--- config.mk ---
export PLATFORM = sky130hd
export DESIGN_NAME = cordic_rotator_flat
export DESIGN_NICKNAME = d
export VERILOG_FILES = /design/src/rtl/cordic_pkg.sv /design/src/rtl/cordic_rotator_if.sv /design/src/rtl/cordic_stage.sv /design/src/rtl/cordic_rotator.sv /design/src/flat_wrapper.sv
export SDC_FILE = /design/constraint.sdc
export NUM_CORES = 1
export LEC_CHECK = 0
export BUFFER_PORTS_ARGS = -buffer_cell sky130_fd_sc_hd__buf_2
export CORE_ASPECT_RATIO = 1.4
export CORE_MARGIN = 2
export CORE_UTILIZATION = 50
export DETAILED_ROUTE_END_ITERATION = 10
export GPL_ROUTABILITY_DRIVEN = 0
export GPL_TIMING_DRIVEN = 1
export PLACE_DENSITY_LB_ADDON = 0.12
export SLEW_MARGIN = 20
export SYNTH_ARGS = -nofsm -noshare
export SYNTH_HDL_FRONTEND = slang
export SYNTH_SLANG_ARGS = --single-unit
--- constraint.sdc ---
create_clock -name clk -period 6.57 [get_ports clk]
set_input_delay 0.657 -clock clk [delete_from_list [all_inputs] [get_ports clk]]
set_output_delay 0.657 -clock clk [all_outputs]
set_load 0.005 [all_outputs]
--- src/rtl/cordic_pkg.sv ---
// cordic_pkg: shared constants and state encoding for the CORDIC rotator.
//   ANGLE_W  datapath width (Q2.16, two's complement)
//   FRAC_W   fractional bits
//   K_INIT   CORDIC gain compensation, preloaded into x so no final scaling is needed
//   HALF_PI  pi/2 in Q2.16, the legal angle bound
package cordic_pkg;
    localparam int ANGLE_W = 18;
    localparam int FRAC_W  = 16;
    localparam int IDX_W   = 5;

    localparam logic signed [ANGLE_W-1:0] K_INIT  = 18'sd39797;
    localparam logic signed [ANGLE_W-1:0] HALF_PI = 18'sd102944;

    typedef enum logic [1:0] {IDLE, RUN, DONE} state_t;
endpackage

--- src/rtl/cordic_rotator_if.sv ---
// cordic_rotator_if: request/result bus plus the arctan table lookup pair.
//   start, angle_in      request from the controller
//   angle_idx/angle_val  table index out, table angle back (same cycle)
//   cos_out, sin_out     held results
//   busy, done           status; done is a one-cycle completion pulse
// master: requester + table side.  slave: the rotator engine.
interface cordic_rotator_if
    import cordic_pkg::*;
    ();
    logic                      start;
    logic signed [ANGLE_W-1:0] angle_in;
    logic [IDX_W-1:0]          angle_idx;
    logic signed [ANGLE_W-1:0] angle_val;
    logic signed [ANGLE_W-1:0] cos_out;
    logic signed [ANGLE_W-1:0] sin_out;
    logic                      busy;
    logic                      done;

    modport master (
        output start, angle_in, angle_val,
        input  angle_idx, cos_out, sin_out, busy, done
    );

    modport slave (
        input  start, angle_in, angle_val,
        output angle_idx, cos_out, sin_out, busy, done
    );
endinterface

--- src/rtl/cordic_stage.sv ---
// cordic_stage: one combinational rotation-mode micro-rotation.
//   x, y, z    current vector and residual angle
//   i          iteration index (shift amount)
//   angle_val  atan(2^-i) in Q2.16
//   x_next, y_next, z_next  rotated vector and updated residual
// Direction follows the sign of z; zero counts as positive.
// All arithmetic wraps at 18 bits; shifts are arithmetic (floor).
module cordic_stage
    import cordic_pkg::*;
(
    input  logic signed [ANGLE_W-1:0] x,
    input  logic signed [ANGLE_W-1:0] y,
    input  logic signed [ANGLE_W-1:0] z,
    input  logic        [IDX_W-1:0]   i,
    input  logic signed [ANGLE_W-1:0] angle_val,
    output logic signed [ANGLE_W-1:0] x_next,
    output logic signed [ANGLE_W-1:0] y_next,
    output logic signed [ANGLE_W-1:0] z_next
);
    logic signed [ANGLE_W-1:0] x_sh;
    logic signed [ANGLE_W-1:0] y_sh;

    assign x_sh = x >>> i;
    assign y_sh = y >>> i;

    always_comb begin
        x_next = x;
        y_next = y;
        z_next = z;
        if (!z[ANGLE_W-1]) begin
            x_next = x - y_sh;
            y_next = y + x_sh;
            z_next = z - angle_val;
        end else begin
            x_next = x + y_sh;
            y_next = y - x_sh;
            z_next = z + angle_val;
        end
    end
endmodule

--- src/rtl/cordic_rotator.sv ---
// cordic_rotator: iterative rotation-mode CORDIC, angle -> (cos, sin).
//   clk, rst  rising-edge clock, asynchronous active-high reset
//   bus       cordic_rotator_if.slave (request, table lookup, results)
// One micro-rotation per cycle through a single reused cordic_stage.
// Latency start->done is ITERATIONS+1 cycles.
// Build option: CORDIC_CLAMP_EN clamps angle_in to +/-HALF_PI when loaded;
// without it the angle is loaded as given.
module cordic_rotator
    import cordic_pkg::*;
#(
    parameter int ITERATIONS = 16
) (
    input logic              clk,
    input logic              rst,
    cordic_rotator_if.slave  bus
);
    state_t                    state;
    logic [IDX_W-1:0]          i;
    logic signed [ANGLE_W-1:0] x, y, z;
    logic signed [ANGLE_W-1:0] x_n, y_n, z_n;
    logic signed [ANGLE_W-1:0] z_load;
    logic signed [ANGLE_W-1:0] cos_r, sin_r;
    logic                      busy_r, done_r;

    always_comb begin
        z_load = bus.angle_in;
`ifdef CORDIC_CLAMP_EN
        if (bus.angle_in > HALF_PI)
            z_load = HALF_PI;
        else if (bus.angle_in < -HALF_PI)
            z_load = -HALF_PI;
`endif
    end

    cordic_stage u_stage (
        .x         (x),
        .y         (y),
        .z         (z),
        .i         (i),
        .angle_val (bus.angle_val),
        .x_next    (x_n),
        .y_next    (y_n),
        .z_next    (z_n)
    );

    always_ff @(posedge clk or posedge rst) begin
        if (rst) begin
            state  <= IDLE;
            i      <= '0;
            x      <= '0;
            y      <= '0;
            z      <= '0;
            cos_r  <= '0;
            sin_r  <= '0;
            busy_r <= 1'b0;
            done_r <= 1'b0;
        end else begin
            done_r <= 1'b0;
            case (state)
                IDLE: begin
                    // done is still high in the first IDLE cycle; a start
                    // there belongs to the finished request and is dropped.
                    if (bus.start && !done_r) begin
                        x      <= K_INIT;
                        y      <= '0;
                        z      <= z_load;
                        i      <= '0;
                        busy_r <= 1'b1;
                        state  <= RUN;
                    end
                end
                RUN: begin
                    x <= x_n;
                    y <= y_n;
                    z <= z_n;
                    if (i == IDX_W'(ITERATIONS - 1)) begin
                        // i returns to 0 so angle_idx reads 0 outside RUN.
                        i      <= '0;
                        busy_r <= 1'b0;
                        state  <= DONE;
                    end else begin
                        i <= i + 1'b1;
                    end
                end
                DONE: begin
                    cos_r  <= x;
                    sin_r  <= y;
                    done_r <= 1'b1;
                    state  <= IDLE;
                end
                default: state <= IDLE;
            endcase
        end
    end

    assign bus.angle_idx = i;
    assign bus.cos_out   = cos_r;
    assign bus.sin_out   = sin_r;
    assign bus.busy      = busy_r;
    assign bus.done      = done_r;
endmodule

--- src/flat_wrapper.sv ---
// flat-port wrapper written by rule: the top's interface ports become plain ports
module cordic_rotator_flat import cordic_pkg::*;
#(
    parameter int ITERATIONS = 16
)
  (clk, rst, bus_start, bus_angle_in, bus_angle_val, bus_angle_idx, bus_cos_out, bus_sin_out, bus_busy, bus_done);
  cordic_rotator_if bus_i ();
  input logic clk;
  input logic rst;
  input wire logic [$bits(bus_i.start)-1:0] bus_start;
  input wire logic [$bits(bus_i.angle_in)-1:0] bus_angle_in;
  input wire logic [$bits(bus_i.angle_val)-1:0] bus_angle_val;
  output wire logic [$bits(bus_i.angle_idx)-1:0] bus_angle_idx;
  output wire logic [$bits(bus_i.cos_out)-1:0] bus_cos_out;
  output wire logic [$bits(bus_i.sin_out)-1:0] bus_sin_out;
  output wire logic [$bits(bus_i.busy)-1:0] bus_busy;
  output wire logic [$bits(bus_i.done)-1:0] bus_done;
  assign bus_i.start = bus_start;
  assign bus_i.angle_in = bus_angle_in;
  assign bus_i.angle_val = bus_angle_val;
  assign bus_angle_idx = bus_i.angle_idx;
  assign bus_cos_out = bus_i.cos_out;
  assign bus_sin_out = bus_i.sin_out;
  assign bus_busy = bus_i.busy;
  assign bus_done = bus_i.done;
  cordic_rotator #(.ITERATIONS(ITERATIONS)) u_core (.clk(clk), .rst(rst), .bus(bus_i));
endmodule
* Yosys cells after proc, flatten, opt, wreduce, memory -nomap -nowiden *
Cells that the tools add are included.

storage, ports and cells
  bits in registers = 99
  input bits = 39
  output and inout port bits = 43
  logic and storage cells = 49

cells by class
  add/subtract/negate cells = 7
  equality and inequality tests = 5
  shifts and indexed selects = 2
  mux-type cells = 19
  reductions and logical operators = 7

operators with widths
  operator               count
  $mux W18               6
  $pmux W18 S2           3
  $add A18 B18 Y18       3
  $sub A18 B18 Y18       3
  $sshr A18 B5 Y18       2
  $mux W5                2
  $pmux W5 S2            1
  $add A5 B1 Y5 const B  1
  $eq A5 B4 Y1 const B   1
  $mux W2                2
  $ne A2 B1 Y1 const B   2
  $pmux W2 S2            1
  $reduce_and A2 Y1      2
  $mux W1                3
  $reduce_and A3 Y1      1
  $eq A2 B1 Y1 const B   1
  $eq A2 B2 Y1 const B   1
  $logic_not A2 Y1       1
  $pmux W1 S2            1
  $reduce_bool A2 Y1     1
  $logic_and A1 B1 Y1    1
  $logic_not A1 Y1       1

* Logic depth before layout (Yosys ltp) *
Gate-level depths: netlist (run 1).

  word-level depth = 4
  mapped depth = 25
  gate-level depth less buffers = 21

* Cells and area by module *
A second synthesis (run 1) with hierarchy kept.

unflattened totals
  cells, all modules = 990
  area total of the unflattened synthesis = 9,645.5 µm²

by module, submodules not included
  module          instances  cells an instance  area an instance (µm²)  sequential area each (µm²)
  cordic_stage    1          738                5,621.6                 0.0
  cordic_rotator  1          252                4,023.9                 2,477.4

* Least setup slack after synthesis (run 1) *
Ideal clock, no wire load.

  path kind = register -> register
  start point = reg u_core.i[0], in the netlist u_core.bus.angle_idx[0]
  end point = reg u_core.x[15]
  setup time = 0.137 ns
  data arrival time = 4.533 ns
  data required time = 6.433 ns
  slack = 1.900 ns
  cell stages (with the launch flop) = 23
  path buffers = 5
  clock period less this slack = 4.670 ns
  cells stage by stage = dfrtp_1 -> buf_6 -> buf_8 -> buf_2 -> buf_2 -> buf_2 -> mux2_2 -> a21oi_1 -> o21ai_0 -> nor4_1 -> a21oi_1 -> xnor2_1 -> ha_1 -> and2_1 -> o21ai_0 -> inv_1 -> a31oi_1 -> a21oi_1 -> a21oi_1 -> nor2_1 -> a211oi_1 -> xor2_1 -> a21oi_1

between the ends
  cells in the longest elaborated chain, start to end = 4
  elaborated cells on any way between the ends = 5
  classes of those cells = 2 x add/sub; 1 x shift; 2 x mux

RTL lines
  element                                                      line                                    source
  from (decl)                                                  cordic_rotator.sv:18                    logic [IDX_W-1:0] i;
  from (signal assigned)                                       cordic_rotator.sv:82                    i <= i + 1'b1;
  $sshr A18 B5 Y18 (*)                                         cordic_stage.sv:24                      assign y_sh = y >>> i;
  $sub A18 B18 Y18 / $add A18 B18 Y18 (equally long branches)  cordic_stage.sv:31, cordic_stage.sv:35
  $mux W18 (*)                                                 cordic_stage.sv:30                      if (!z[ANGLE_W-1]) begin
  $pmux W18 S2 (*)                                             cordic_rotator.sv:59                    case (state)
  to (signal assigned)                                         cordic_rotator.sv:73                    x <= x_n;
  to (decl)                                                    cordic_rotator.sv:19                    logic signed [ANGLE_W-1:0] x, y, z;

Every way passes the cells marked *; elsewhere a longest branch is shown, timed or not.
A chain may end at the register's enable or synchronous reset.

* Worst setup path after layout (run 1) *
  start point = reg u_core.i[1], in the netlist u_core.bus.angle_idx[1]
  end point = reg u_core.x[15]

Same word-level chain as after synthesis.

==> qor.json, run 1 <==
{
  "synthesis.nets": 1116,
  "avgRoutedWirePerCell_um": 20.0,
  "fin_nets": 1168,
  "layout_cell_share_with_drive_strength_beyond_1_pct": 19.8,
  "final_antenna_net_count": 0,
  "synth-edff-count": 0,
  "cp-startpoint": "u_core.bus.angle_idx[1]$_DFFE_PP0P_",
  "drt_wl_total_um": 26400,
  "yosys_most_used_dff": "sky130_fd_sc_hd__dfrtp_1",
  "synth_seq_cells": 99,
  "grt_setup_unrepaired": "false",
  "leading_cell_type_in_the_layout_fill_and_taps_excluded": "sky130_fd_sc_hd__dfrtp_1",
  "grt_start_max_net_pins": 52,
  "die_outline_area_um2": 19300,
  "count_of_placed_standard_cells_in_the_final_layout_fillers_left_out": 1316,
  "drc_errors": 0,
  "worst_pin_slew_ns": 1.10,
  "worst_hold_path_type": "primary input to async pin",
  "syn2layout_area_growth_pct": 9.91,
  "grt_first_pass_wirelength_um": 42600,
  "cts-resized-gates": 0,
  "width_of_the_die_um": 118,
  "whs_ns": 0.359,
  "regToRegStartpoint": "u_core.bus.angle_idx[1]$_DFFE_PP0P_",
  "wl_met3_um": 1490,
  "synth_cell_types": 75,
  "tritoncts": "yes",
  "clock_buffer_depth": 2,
  "synth_seq_area_share_pct": 27.2,
  "cap_viol_max_count": 0,
  "numPlacedInstances": 1300,
  "startpoint_to_endpoint_class_of_the_critical_path": "register to register",
  "placement_rows": 58,
  "clock.fmax_mhz": 177,
  "setup.worst_path.start_class": "register",
  "synth.area.top_cells": "sky130_fd_sc_hd__dfrtp_1 (27%), sky130_fd_sc_hd__mux4_2 (8.2%), sky130_fd_sc_hd__ha_1 (7.6%)",
  "antenna_violations_before_repair": 0,
  "drt_first_iter_violations": 623,
  "worst-endpoint-arrival_ns": 5.86,
  "io_buffer_count": 81,
  "post_synth.cell_area_avg_um2": 8.94,
  "yosys_warnings": 0,
  "dr_wl_met2_um": 13400,
  "cts_max_level": 3,
  "asyncSetResetFlopFracSynth_pct": 100,
  "ctsHoldBuffers": 0,
  "drt_pre_antenna_iters": 5,
  "cts_inserted_buffers": 9,
  "synth_area_leader_cell": "sky130_fd_sc_hd__dfrtp_1",
  "globalRoute.totalOverflow": 0,
  "cts_root_buffer": "sky130_fd_sc_hd__clkbuf_16",
  "dp.final_hpwl_um": 19400,
  "cts.repair_timing.setup_buffer_count": 0,
  "result_of_the_run": "finished, final reports clean",
  "synth_cell_area_um2": 9100,
  "core_area_um2": 17900,
  "timing.final.setup_violations": 0,
  "m1WireLength_um": 9870,
  "top_layer_in_use": "met4",
  "tritoncts_num_sinks": 99,
  "grt.total_usage_pct": 28.0,
  "chipHeight_um": 164,
  "min_period_over_period_pct": 85.8,
  "clk_lat_worst_skew_ns": 0.37,
  "worstSetupEndpointType": "register",
  "number_of_standard_cells_after_synthesis": 1019,
  "timing.final.crit_period_ns": 5.63,
  "cp_max_fo": 37,
  "top_level_ports": 82,
  "layout_common_cells": "sky130_fd_sc_hd__dfrtp_1 (97), sky130_fd_sc_hd__nand2_1 (94), sky130_fd_sc_hd__buf_2 (81)",
  "slew-limit-headroom_pct": 26.8,
  "worst_ep_required_time_ns": 6.80,
  "cts.reportedPaths.clkPinSlew_ns": 0.08,
  "first_global_vias": 8139,
  "fin_skew_ns": 0.0166,
  "antennaDiodeCount": 0,
  "timing_max_transition_violations_final": 0,
  "via_count": 8122,
  "route.detailed.vias_per_inst": 6.17,
  "finalSetupTns_ns": 0,
  "report.final.hold_viol_count": 0,
  "initial_utilization_pct": 50.8,
  "yosys.area.top_type_share_pct": 27.2
}
==> path summary, 6_finish.rpt <==
kind | endpoint | slack, ns | depth (start not counted)
worst max-delay path | u_core.x[15]$_DFFE_PP0P_ | 0.94 | 18
worst min-delay path | u_core.z[13]$_DFFE_PP0P_ | 0.36 | 2
worst max register to register | u_core.x[15]$_DFFE_PP0P_ | 0.94 | 18
worst min register to register | u_core.bus.cos_out[17]$_DFFE_PP0P_ | 0.48 | 2
max in group asynchronous | u_core.y[14]$_DFFE_PP0P_ | 5.12 | 3
min in group clk | u_core.bus.cos_out[17]$_DFFE_PP0P_ | 0.48 | 2
==> critical path: stages (launching register included) <==
cell and delay (ns):
sky130_fd_sc_hd__dfrtp_2 0.70, sky130_fd_sc_hd__nor3_1 0.97, sky130_fd_sc_hd__mux2i_1 0.26, sky130_fd_sc_hd__a211oi_1 0.28, sky130_fd_sc_hd__a21o_1 0.21, sky130_fd_sc_hd__inv_1 0.07
sky130_fd_sc_hd__ha_1 0.28, sky130_fd_sc_hd__a21o_1 0.22, sky130_fd_sc_hd__ha_1 0.28, sky130_fd_sc_hd__a21o_1 0.19, sky130_fd_sc_hd__a211oi_1 0.30, sky130_fd_sc_hd__o21ai_0 0.29
sky130_fd_sc_hd__a31oi_1 0.38, sky130_fd_sc_hd__a21oi_1 0.17, sky130_fd_sc_hd__a21oi_1 0.27, sky130_fd_sc_hd__nor2_1 0.08, sky130_fd_sc_hd__a211oi_1 0.26, sky130_fd_sc_hd__xor2_1 0.19
sky130_fd_sc_hd__a21oi_1 0.08
==> flip-flops by register name (all words and copies together) (netlist names) <==
| register | flops |
|---|---|
| u_core.bus.angle_idx | 5 |
| u_core.bus.busy | 1 |
| u_core.bus.cos_out | 18 |
| u_core.bus.done | 1 |
| u_core.bus.sin_out | 18 |
| u_core.state | 2 |
| u_core.x | 18 |
| u_core.y | 18 |
| u_core.z | 18 |
==> cells in the mapped netlist (11+ instances only) <==
cell type and n:
sky130_fd_sc_hd__a31oi_1 19, sky130_fd_sc_hd__mux2i_1 19, sky130_fd_sc_hd__mux4_2 33, sky130_fd_sc_hd__buf_2 15, sky130_fd_sc_hd__clkbuf_1 30, sky130_fd_sc_hd__a21o_1 17, sky130_fd_sc_hd__nor2b_1 14, sky130_fd_sc_hd__mux2_2 43
sky130_fd_sc_hd__ha_1 55, sky130_fd_sc_hd__dfrtp_1 99, sky130_fd_sc_hd__inv_1 44, sky130_fd_sc_hd__xnor2_1 35, sky130_fd_sc_hd__nor3_1 26, sky130_fd_sc_hd__nor2_1 81, sky130_fd_sc_hd__nand3_1 13, sky130_fd_sc_hd__a22oi_1 11
sky130_fd_sc_hd__nand2_1 94, sky130_fd_sc_hd__a21oi_1 69, sky130_fd_sc_hd__o22ai_1 18, sky130_fd_sc_hd__nand2b_1 13, sky130_fd_sc_hd__a211oi_1 17, sky130_fd_sc_hd__xor2_1 49, sky130_fd_sc_hd__o21ai_0 76
==> stage by stage <==
stage	utilization (%)	worst slack (ns)	cell area, µm²
5_1_grt	55.8	0.528	10000
6_report	55.8	0.935	10000
4_1_cts	55.8	0.988	10000
3_5_place_dp	54.0	1.01	9670
2_1_floorplan	-	1.90	9100
3_3_place_gp	54.0	1.06	9670
==> layout make-up <==
cell class / instances / area [µm²]
Clock buffer: 9 / 225
Fill cell: 1706 / 7920
Inverter: 46 / 175
Sequential cell: 99 / 2480
Clock inverter: 7 / 103
Multi-Input combinational cell: 819 / 6210
Tap cell: 240 / 300
Timing Repair Buffer: 96 / 518
==> logic make-up after synthesis <==
logic type               Yosys count  synth area share (%)
multiplexers                      99                  16.7
XOR/XNOR                          84                  8.08
AO/OA/AOI/OAI                    286                  19.7
buffers and inverters            101                  4.91
adder cells (fa/ha/maj)           58                  8.22
AND/OR/NAND/NOR                  292                  15.2
flip-flops                        99                  27.2
==> layer usage <==
metal / GRT usage (%) / up-vias
met3: 4.61 / 93
li1: - / 3834
met1: 31.0 / 3898
met4: 15.8 / 0
met2: 50.9 / 297
met5: 0 / -
Power of run 1 is left out: the tool's default activity adds up to more than one toggle a clock period on the data nets, which glitch-free logic cannot reach.
==> inputs of run 2 (changes only) <==
--- a/config.mk
+++ b/config.mk
@@ -5,11 +5,11 @@
 export SDC_FILE = /design/constraint.sdc
 export NUM_CORES = 1
 export LEC_CHECK = 0
-export BUFFER_PORTS_ARGS = -buffer_cell sky130_fd_sc_hd__buf_2
 export CORE_ASPECT_RATIO = 1.4
 export CORE_MARGIN = 2
 export CORE_UTILIZATION = 50
 export DETAILED_ROUTE_END_ITERATION = 10
+export DONT_BUFFER_PORTS = 1
 export GPL_ROUTABILITY_DRIVEN = 0
 export GPL_TIMING_DRIVEN = 1
 export PLACE_DENSITY_LB_ADDON = 0.12
==> run 2 against run 1 <==
  * Routed wire length rose by 1.7%
  * Via count fell by 3.1%
  * Sequential share of layout area rose by 1.1 points
  * Final cell count fell by 6.2%
  * Count of clock-buffer cells in the layout did not move
  * Non-clock buffer count fell by 80
  * Die area did not move
  * Final area fell by 4.2%
==> qor.json, run 2 (synthesis results as in run 1) <==
{
  "io_buffer_count": {"value": 0, "change": "-100%"},
  "count_of_placed_standard_cells_in_the_final_layout_fillers_left_out": {"value": 1235, "change": "-6.2%"},
  "postPlaceCellArea": {"value": 9280, "unit": "µm²", "change": "-4.1%"},
  "final_antenna_net_count": {"value": 0, "change": "unchanged"},
  "register_area": {"value": 2480, "unit": "µm²", "change": "unchanged"},
  "report.final.hold_viol_count": {"value": 0, "change": "unchanged"},
  "grt_util_met3": {"value": 5.20, "unit": "%", "change": "+0.59 points"},
  "fin_skew": {"value": 0.0101, "unit": "ns", "change": "-0.00650 ns"},
  "first_global_vias": {"value": 8122, "change": "-0.21%"},
  "initial_utilization": {"value": 50.8, "unit": "%", "change": "unchanged"},
  "grt_first_pass_wirelength": {"value": 42800, "unit": "µm", "change": "+0.65%"},
  "worst-endpoint-arrival": {"value": 5.91, "unit": "ns", "change": "+0.05 ns"},
  "grt_start_max_net_pins": {"value": 57, "change": "+9.6%"},
  "worst_hold_path_type": "primary input to async pin",
  "cts_root_buffer": "sky130_fd_sc_hd__clkbuf_16",
  "tritoncts": "yes",
  "n_fill_cell": {"value": 1760, "change": "+3.2%"},
  "timing.final.crit_period": {"value": 5.67, "unit": "ns", "change": "+0.0402 ns"},
  "timing.critical_path.slowest_cell_delay": {"value": 0.94, "unit": "ns", "change": "-0.03 ns"},
  "layout_cell_share_with_drive_strength_beyond_1": {"value": 13.3, "unit": "%", "change": "-6.5 points"},
  "gr-max-usage-layer": "met2",
  "cp_max_fo": {"value": 37, "change": "unchanged"},
  "setup.worst_path.start_class": "register",
  "min_period_over_period": {"value": 86.4, "unit": "%", "change": "+0.61 points"},
  "antennaDiodeCount": {"value": 0, "change": "unchanged"},
  "drt_first_iter_violations": {"value": 509, "change": "-18%"},
  "fin_nets": {"value": 1088, "change": "-6.8%"},
  "setup_slack": {"value": 0.895, "unit": "ns", "change": "-0.0402 ns"},
  "cts_inserted_buffers": {"value": 9, "change": "unchanged"},
  "syn2layout_area_growth_pct": 5.33,
  "drt_pre_antenna_iters": {"value": 5, "change": "unchanged"},
  "crit_family": "simple AND/OR/NAND/NOR gates",
  "placement_rows": {"value": 58, "change": "unchanged"},
  "crit_chain": "buf_4 > mux4_2 > a22oi_1 > nand4_1 > or4b_1 > nor3_2 > nor2b_1 > and2_1 > o32a_1 > o211ai_1 > ha_1 > o21a_1 > nor2_1 > a21oi_1 > a21oi_1 > nor2_1 > a211oi_1 > xor2_1 > a21oi_1",
  "ctsHoldBuffers": {"value": 0, "change": "unchanged"},
  "result_of_the_run": "finished, final reports clean",
  "timing.critical_path.slowest_stage_cell": "sky130_fd_sc_hd__dfrtp_2",
  "clock_buffer_depth": {"value": 2, "change": "unchanged"},
  "use_met2": {"value": 52.5, "unit": "%", "change": "+1.6 points"},
  "timing_max_transition_violations_final": {"value": 0, "change": "unchanged"},
  "via_count": {"value": 7869, "change": "-3.1%"},
  "cts.repair_timing.setup_buffer_count": {"value": 0, "change": "unchanged"},
  "tritoncts_num_sinks": {"value": 99, "change": "unchanged"},
  "die_outline_area": {"value": 19300, "unit": "µm²", "change": "unchanged"},
  "numPlacedInstances": {"value": 1220, "change": "-6.2%"},
  "startpoint_to_endpoint_class_of_the_critical_path": "register to register",
  "grt_setup_unrepaired": "false",
  "drc_errors": {"value": 0, "change": "unchanged"},
  "cap_viol_max_count": {"value": 0, "change": "unchanged"},
  "route.detailed.vias_per_inst": {"value": 6.37, "change": "+3.2%"},
  "avgRoutedWirePerCell": {"value": 21.7, "unit": "µm", "change": "+8.3%"},
  "worst_pin_slew": {"value": 1.01, "unit": "ns", "change": "-0.0854 ns"},
  "slew-limit-headroom": {"value": 32.6, "unit": "%", "change": "+5.9 points"},
  "cts.reportedPaths.clkPinSlew": {"value": 0.08, "unit": "ns", "change": "about the same"},
  "clock.fmax": {"value": 176, "unit": "MHz", "change": "-0.71%"},
  "worst-path-buf-inv": {"value": 1, "change": "unchanged"},
  "chipHeight": {"value": 164, "unit": "µm", "change": "unchanged"},
  "timing.final.setup_violations": {"value": 0, "change": "unchanged"},
  "grt_use_met1": {"value": 29.4, "unit": "%", "change": "-1.7 points"},
  "leading_cell_type_in_the_layout_fill_and_taps_excluded": "sky130_fd_sc_hd__dfrtp_1",
  "core_area": {"value": 17900, "unit": "µm²", "change": "unchanged"},
  "drt_wl_total": {"value": 26800, "unit": "µm", "change": "+1.7%"},
  "pre_cts_ws": {"value": 0.881, "unit": "ns", "change": "-0.133 ns"},
  "globalRoute.totalOverflow": {"value": 0, "change": "unchanged"},
  "critical_path.most_common_cell": "sky130_fd_sc_hd__a21oi_1",
  "clk_lat_worst_skew": {"value": 0.37, "unit": "ns", "change": "about the same"},
  "cts-resized-gates": {"value": 0, "change": "unchanged"},
  "width_of_the_die": {"value": 118, "unit": "µm", "change": "unchanged"},
  "top_level_ports": {"value": 82, "change": "unchanged"},
  "layout_common_cells": "sky130_fd_sc_hd__dfrtp_1 (97), sky130_fd_sc_hd__nand2_1 (94), sky130_fd_sc_hd__nor2_1 (80)",
  "finalInstanceArea": {"value": 9590, "unit": "µm²", "change": "-4.2%"},
  "dp.final_hpwl": {"value": 19500, "unit": "µm", "change": "+0.86%"},
  "worstSetupEndpointType": "register",
  "finalSetupTns": {"value": 0, "unit": "ns", "change": "unchanged"},
  "cts_max_level": {"value": 3, "change": "unchanged"},
  "grt.total_usage": {"value": 28.5, "unit": "%", "change": "+0.45 points"},
  "worst_ep_required_time": {"value": 6.81, "unit": "ns", "change": "about the same"},
  "multiInputGateArea": {"value": 6210, "unit": "µm²", "change": "unchanged"},
  "antenna_violations_before_repair": {"value": 0, "change": "unchanged"}
}
[run 2: cell types whose count changed in the layout (fill, tap and decap cells not counted)]
cell                       before  now
sky130_fd_sc_hd__inv_6          2    1
sky130_fd_sc_hd__buf_4         15   16
sky130_fd_sc_hd__buf_2         81    0
sky130_fd_sc_hd__clkinv_8       2    1
sky130_fd_sc_hd__clkinv_4       0    2
sky130_fd_sc_hd__inv_8          2    1
[run 2: metrics by stage]
step	utilization (%)	hold WS (ns)
6_report	53.5	0.246
3_3_place_gp	51.8	0.495
4_1_cts	53.5	0.276
2_1_floorplan	-	0.467
3_5_place_dp	51.8	0.501
5_1_grt	53.5	0.314
[run 2: final timing paths]
check,startpoint,end,slack (ns),cells past startpoint
worst max-delay path,u_core.bus.angle_idx[0]$_DFFE_PP0P_,u_core.x[15]$_DFFE_PP0P_,0.90,19
worst min register to register,u_core.bus.sin_out[17]$_DFFE_PP0P_,u_core.bus.sin_out[17]$_DFFE_PP0P_,0.51,2
min in group clk,bus_angle_in[2],u_core.z[2]$_DFFE_PP0P_,0.43,2
worst max register to register,u_core.bus.angle_idx[0]$_DFFE_PP0P_,u_core.x[15]$_DFFE_PP0P_,0.90,19
max in group asynchronous,rst,u_core.bus.angle_idx[1]$_DFFE_PP0P_,5.23,2
worst min-delay path,rst,u_core.z[16]$_DFFE_PP0P_,0.25,1
[run 2: area by class of cell]
class | instances | area share (%)
tap | 240 | 3.13
clock inverter | 6 | 0.874
clock buffer | 9 | 2.35
multi-input combinational | 819 | 64.7
inverter | 46 | 1.83
timing repair buffer | 16 | 1.25
sequential | 99 | 25.9
[run 2: metal layers]
metal | part of all wire [%] | wire (µm) | up-vias
met5 | 0 | 0 | -
met4 | 7.0 | 1880 | 0
met3 | 5.4 | 1460 | 107
met2 | 51 | 13700 | 283
met1 | 37 | 9800 | 3799
li1 | - | - | 3680
[run 2: worst reg2reg max path, stage by stage, from the launching register on]
cell and delay [ns]:
sky130_fd_sc_hd__dfrtp_2 0.94, sky130_fd_sc_hd__buf_4 0.36, sky130_fd_sc_hd__mux4_2 0.54, sky130_fd_sc_hd__a22oi_1 0.25
sky130_fd_sc_hd__nand4_1 0.23, sky130_fd_sc_hd__or4b_1 0.58, sky130_fd_sc_hd__nor3_2 0.19, sky130_fd_sc_hd__nor2b_1 0.35
sky130_fd_sc_hd__and2_1 0.20, sky130_fd_sc_hd__o32a_1 0.14, sky130_fd_sc_hd__o211ai_1 0.09, sky130_fd_sc_hd__ha_1 0.37
sky130_fd_sc_hd__o21a_1 0.22, sky130_fd_sc_hd__nor2_1 0.12, sky130_fd_sc_hd__a21oi_1 0.08, sky130_fd_sc_hd__a21oi_1 0.28
sky130_fd_sc_hd__nor2_1 0.09, sky130_fd_sc_hd__a211oi_1 0.26, sky130_fd_sc_hd__xor2_1 0.17, sky130_fd_sc_hd__a21oi_1 0.08
Power of run 2 is left out for the same reason.
==> inputs of run 3 (changes only) <==
--- a/config.mk
+++ b/config.mk
@@ -5,9 +5,10 @@
 export SDC_FILE = /design/constraint.sdc
 export NUM_CORES = 1
 export LEC_CHECK = 0
-export CORE_ASPECT_RATIO = 1.4
+export CORE_ASPECT_RATIO = 1.1
 export CORE_MARGIN = 2
 export CORE_UTILIZATION = 50
+export CTS_CLUSTER_DIAMETER = 50
 export DETAILED_ROUTE_END_ITERATION = 10
 export DONT_BUFFER_PORTS = 1
 export GPL_ROUTABILITY_DRIVEN = 0
==> run 3 against run 2 <==
  * Non-clock buffer count up 3
  * Highest routed layer unchanged
  * Routed wire length down 6.0%
  * Final area hardly changed
  * Flip-flop and latch count unchanged
  * Die area about the same
  * Global-route usage shrank 1.9 points
  * Count of clock-buffer cells in the layout stayed put
  * Final cell count up 0.24%
  * Critical endpoint unchanged
  * Critical path depth did not move
  * Worst hold slack worse by 0.032 ns
  * Fmax up 2.1%
==> qor.json, run 3 (synthesis results as in run 1) <==
{
  "result_of_the_run": "finished, final reports clean",
  "timing.final.setup_violations": {"value": 0, "change": "unchanged"},
  "setup.worst_path.start_class": "register",
  "globalRoute.totalOverflow": {"value": 0, "change": "unchanged"},
  "cts-resized-gates": {"value": 0, "change": "unchanged"},
  "worst-r2r-cell-count": {"value": 19, "change": "unchanged"},
  "cts.repair_timing.setup_buffer_count": {"value": 0, "change": "unchanged"},
  "drt_first_iter_violations": {"value": 395, "change": "-22%"},
  "worstSetupEndpointType": "register",
  "timing_max_transition_violations_final": {"value": 0, "change": "unchanged"},
  "drt_pre_antenna_iters": {"value": 5, "change": "unchanged"},
  "initial_utilization": {"value": 51.1, "unit": "%", "change": "+0.35 points"},
  "die_outline_area": {"value": 19300, "unit": "µm²", "change": "about the same"},
  "report.final.hold_viol_count": {"value": 0, "change": "unchanged"},
  "grt_start_max_net_pins": {"value": 55, "change": "-3.5%"},
  "leading_cell_type_in_the_layout_fill_and_taps_excluded": "sky130_fd_sc_hd__dfrtp_1",
  "drt_wl_total": {"value": 25200, "unit": "µm", "change": "-6.0%"},
  "grt.total_usage": {"value": 26.5, "unit": "%", "change": "-1.9 points"},
  "antenna_violations_before_repair": {"value": 1, "change": "+1"},
  "slew-limit-headroom": {"value": 27.3, "unit": "%", "change": "-5.3 points"},
  "top_level_ports": {"value": 82, "change": "unchanged"},
  "postLayoutCoreUtil": {"value": 53.9, "unit": "%", "change": "+0.39 points"},
  "core_area": {"value": 17800, "unit": "µm²", "change": "-0.68%"},
  "grt_first_pass_wirelength": {"value": 40900, "unit": "µm", "change": "-4.6%"},
  "worst_pin_slew": {"value": 1.09, "unit": "ns", "change": "+0.0774 ns"},
  "cts.reportedPaths.clkPinSlew": {"value": 0.08, "unit": "ns", "change": "about the same"},
  "layout_common_cells": "sky130_fd_sc_hd__dfrtp_1 (97), sky130_fd_sc_hd__nand2_1 (94), sky130_fd_sc_hd__nor2_1 (80)",
  "tritoncts": "yes",
  "cts_inserted_buffers": {"value": 9, "change": "unchanged"},
  "avgRoutedWirePerCell": {"value": 20.4, "unit": "µm", "change": "-6.2%"},
  "worst_hold_path_type": "primary input to async pin",
  "placement_rows": {"value": 51, "change": "-12%"},
  "worst-endpoint-arrival": {"value": 5.79, "unit": "ns", "change": "-0.12 ns"},
  "fin_skew": {"value": 0.0148, "unit": "ns", "change": "+0.00476 ns"},
  "width_of_the_die": {"value": 133, "unit": "µm", "change": "+12%"},
  "worst_ep_required_time": {"value": 6.80, "unit": "ns", "change": "about the same"},
  "first_global_vias": {"value": 7682, "change": "-5.4%"},
  "tritoncts_num_sinks": {"value": 99, "change": "unchanged"},
  "fin_nets": {"value": 1091, "change": "+0.28%"},
  "regToRegStartpoint": "u_core.bus.angle_idx[0]$_DFFE_PP0P_",
  "cap_viol_max_count": {"value": 0, "change": "unchanged"},
  "r2r_end": "u_core.x[15]$_DFFE_PP0P_",
  "io_buffer_count": {"value": 0, "change": "unchanged"},
  "r2r_setup_slack": {"value": 1.01, "unit": "ns", "change": "+0.12 ns"},
  "clock_buffer_depth": {"value": 2, "change": "unchanged"},
  "whs": {"value": 0.214, "unit": "ns", "change": "-0.0325 ns"},
  "drc_errors": {"value": 0, "change": "unchanged"},
  "ctsHoldBuffers": {"value": 0, "change": "unchanged"},
  "cts_max_level": {"value": 3, "change": "unchanged"},
  "clock.fmax": {"value": 180, "unit": "MHz", "change": "+2.1%"},
  "syn2layout_area_growth": {"value": 5.37, "unit": "%", "change": "about the same"},
  "grt_setup_unrepaired": "false",
  "layout_cell_share_with_drive_strength_beyond_1": {"value": 13.6, "unit": "%", "change": "+0.35 points"},
  "finalSetupTns": {"value": 0, "unit": "ns", "change": "unchanged"},
  "via_count": {"value": 7739, "change": "-1.7%"},
  "dp.final_hpwl": {"value": 18500, "unit": "µm", "change": "-5.2%"},
  "route.detailed.vias_per_inst": {"value": 6.25, "change": "-1.9%"},
  "clk_lat_worst_skew": {"value": 0.37, "unit": "ns", "change": "about the same"},
  "startpoint_to_endpoint_class_of_the_critical_path": "register to register",
  "timing.final.crit_period": {"value": 5.56, "unit": "ns", "change": "-0.117 ns"},
  "cts_root_buffer": "sky130_fd_sc_hd__clkbuf_16",
  "min_period_over_period": {"value": 84.6, "unit": "%", "change": "-1.8 points"},
  "final_antenna_net_count": {"value": 0, "change": "unchanged"},
  "chipHeight": {"value": 146, "unit": "µm", "change": "-11%"},
  "cp_max_fo": {"value": 28, "change": "-24%"}
}
run 3: changes by cell type in the layout (fill, tap and decap cells not counted), sizes merged:
| cell | delta |
|---|---|
| bufinv | -1 |
| inv | +2 |
| buf | +3 |
| diode | +1 |
run 3: area by class of cell:
class	count	area, µm²
Sequential cell	99	2480
Multi-Input combinational cell	819	6200
Clock inverter	7	70.1
Tap cell	238	298
Timing Repair Buffer	19	143
Clock buffer	9	225
Fill cell	1676	8210
Inverter	46	175
Antenna cell	1	2.50
run 3: layer usage:
metal | up-vias | share of wire (%) | GRT usage (%)
met5 | - | 0 | 0
met2 | 266 | 50 | 46.9
li1 | 3682 | - | -
met4 | 0 | 3.9 | 12.6
met3 | 61 | 5.9 | 3.59
met1 | 3730 | 40 | 31.8
run 3: critical path, cell delays in order, from the launching register on:
cell                       delay (ns)
sky130_fd_sc_hd__dfrtp_2         0.81
sky130_fd_sc_hd__buf_4           0.46
sky130_fd_sc_hd__mux4_2          0.57
sky130_fd_sc_hd__a22oi_1         0.19
sky130_fd_sc_hd__nand4_1         0.21
sky130_fd_sc_hd__or4b_1          0.58
sky130_fd_sc_hd__nor3_2          0.21
sky130_fd_sc_hd__nor2b_1         0.31
sky130_fd_sc_hd__and2_1          0.19
sky130_fd_sc_hd__o32a_1          0.14
sky130_fd_sc_hd__o211ai_1        0.08
sky130_fd_sc_hd__ha_1            0.38
sky130_fd_sc_hd__o21a_1          0.21
sky130_fd_sc_hd__nor2_1          0.14
sky130_fd_sc_hd__a21oi_1         0.09
sky130_fd_sc_hd__a21oi_1         0.25
sky130_fd_sc_hd__nor2_1          0.08
sky130_fd_sc_hd__a211oi_1        0.26
sky130_fd_sc_hd__xor2_1          0.18
sky130_fd_sc_hd__a21oi_1         0.08
run 3: metrics by stage:
| step | area, µm² | worst slack (ns) | std cells |
|---|---|---|---|
| global route | 9590 | 0.433 | 1237 |
| finish | 9590 | 1.01 | 1238 |
| CTS | 9590 | 1.01 | 1237 |
| floorplan | 9100 | 1.90 | 1019 |
| global placement | 9300 | 1.20 | 1221 |
| detailed placement | 9300 | 1.05 | 1221 |
run 3: worst max path at each step:
| stage | startpoint | endpoint | slack, ns | cells after the start |
|---|---|---|---|---|
| after detailed placement | u_core.bus.angle_idx[0]$_DFFE_PP0P_ | u_core.x[15]$_DFFE_PP0P_ | 1.05 | 19 |
| after global placement | u_core.bus.angle_idx[0]$_DFFE_PP0P_ | u_core.x[15]$_DFFE_PP0P_ | 1.20 | 19 |
| after floorplan | u_core.bus.angle_idx[0]$_DFFE_PP0P_ | u_core.x[15]$_DFFE_PP0P_ | 1.90 | 22 |
| after CTS | u_core.bus.angle_idx[0]$_DFFE_PP0P_ | u_core.x[15]$_DFFE_PP0P_ | 1.01 | 19 |
| after global routing | u_core.bus.angle_idx[0]$_DFFE_PP0P_ | u_core.x[15]$_DFFE_PP0P_ | 0.43 | 19 |
| final | u_core.bus.angle_idx[0]$_DFFE_PP0P_ | u_core.x[15]$_DFFE_PP0P_ | 1.01 | 19 |
Power of run 3 is left out for the same reason.
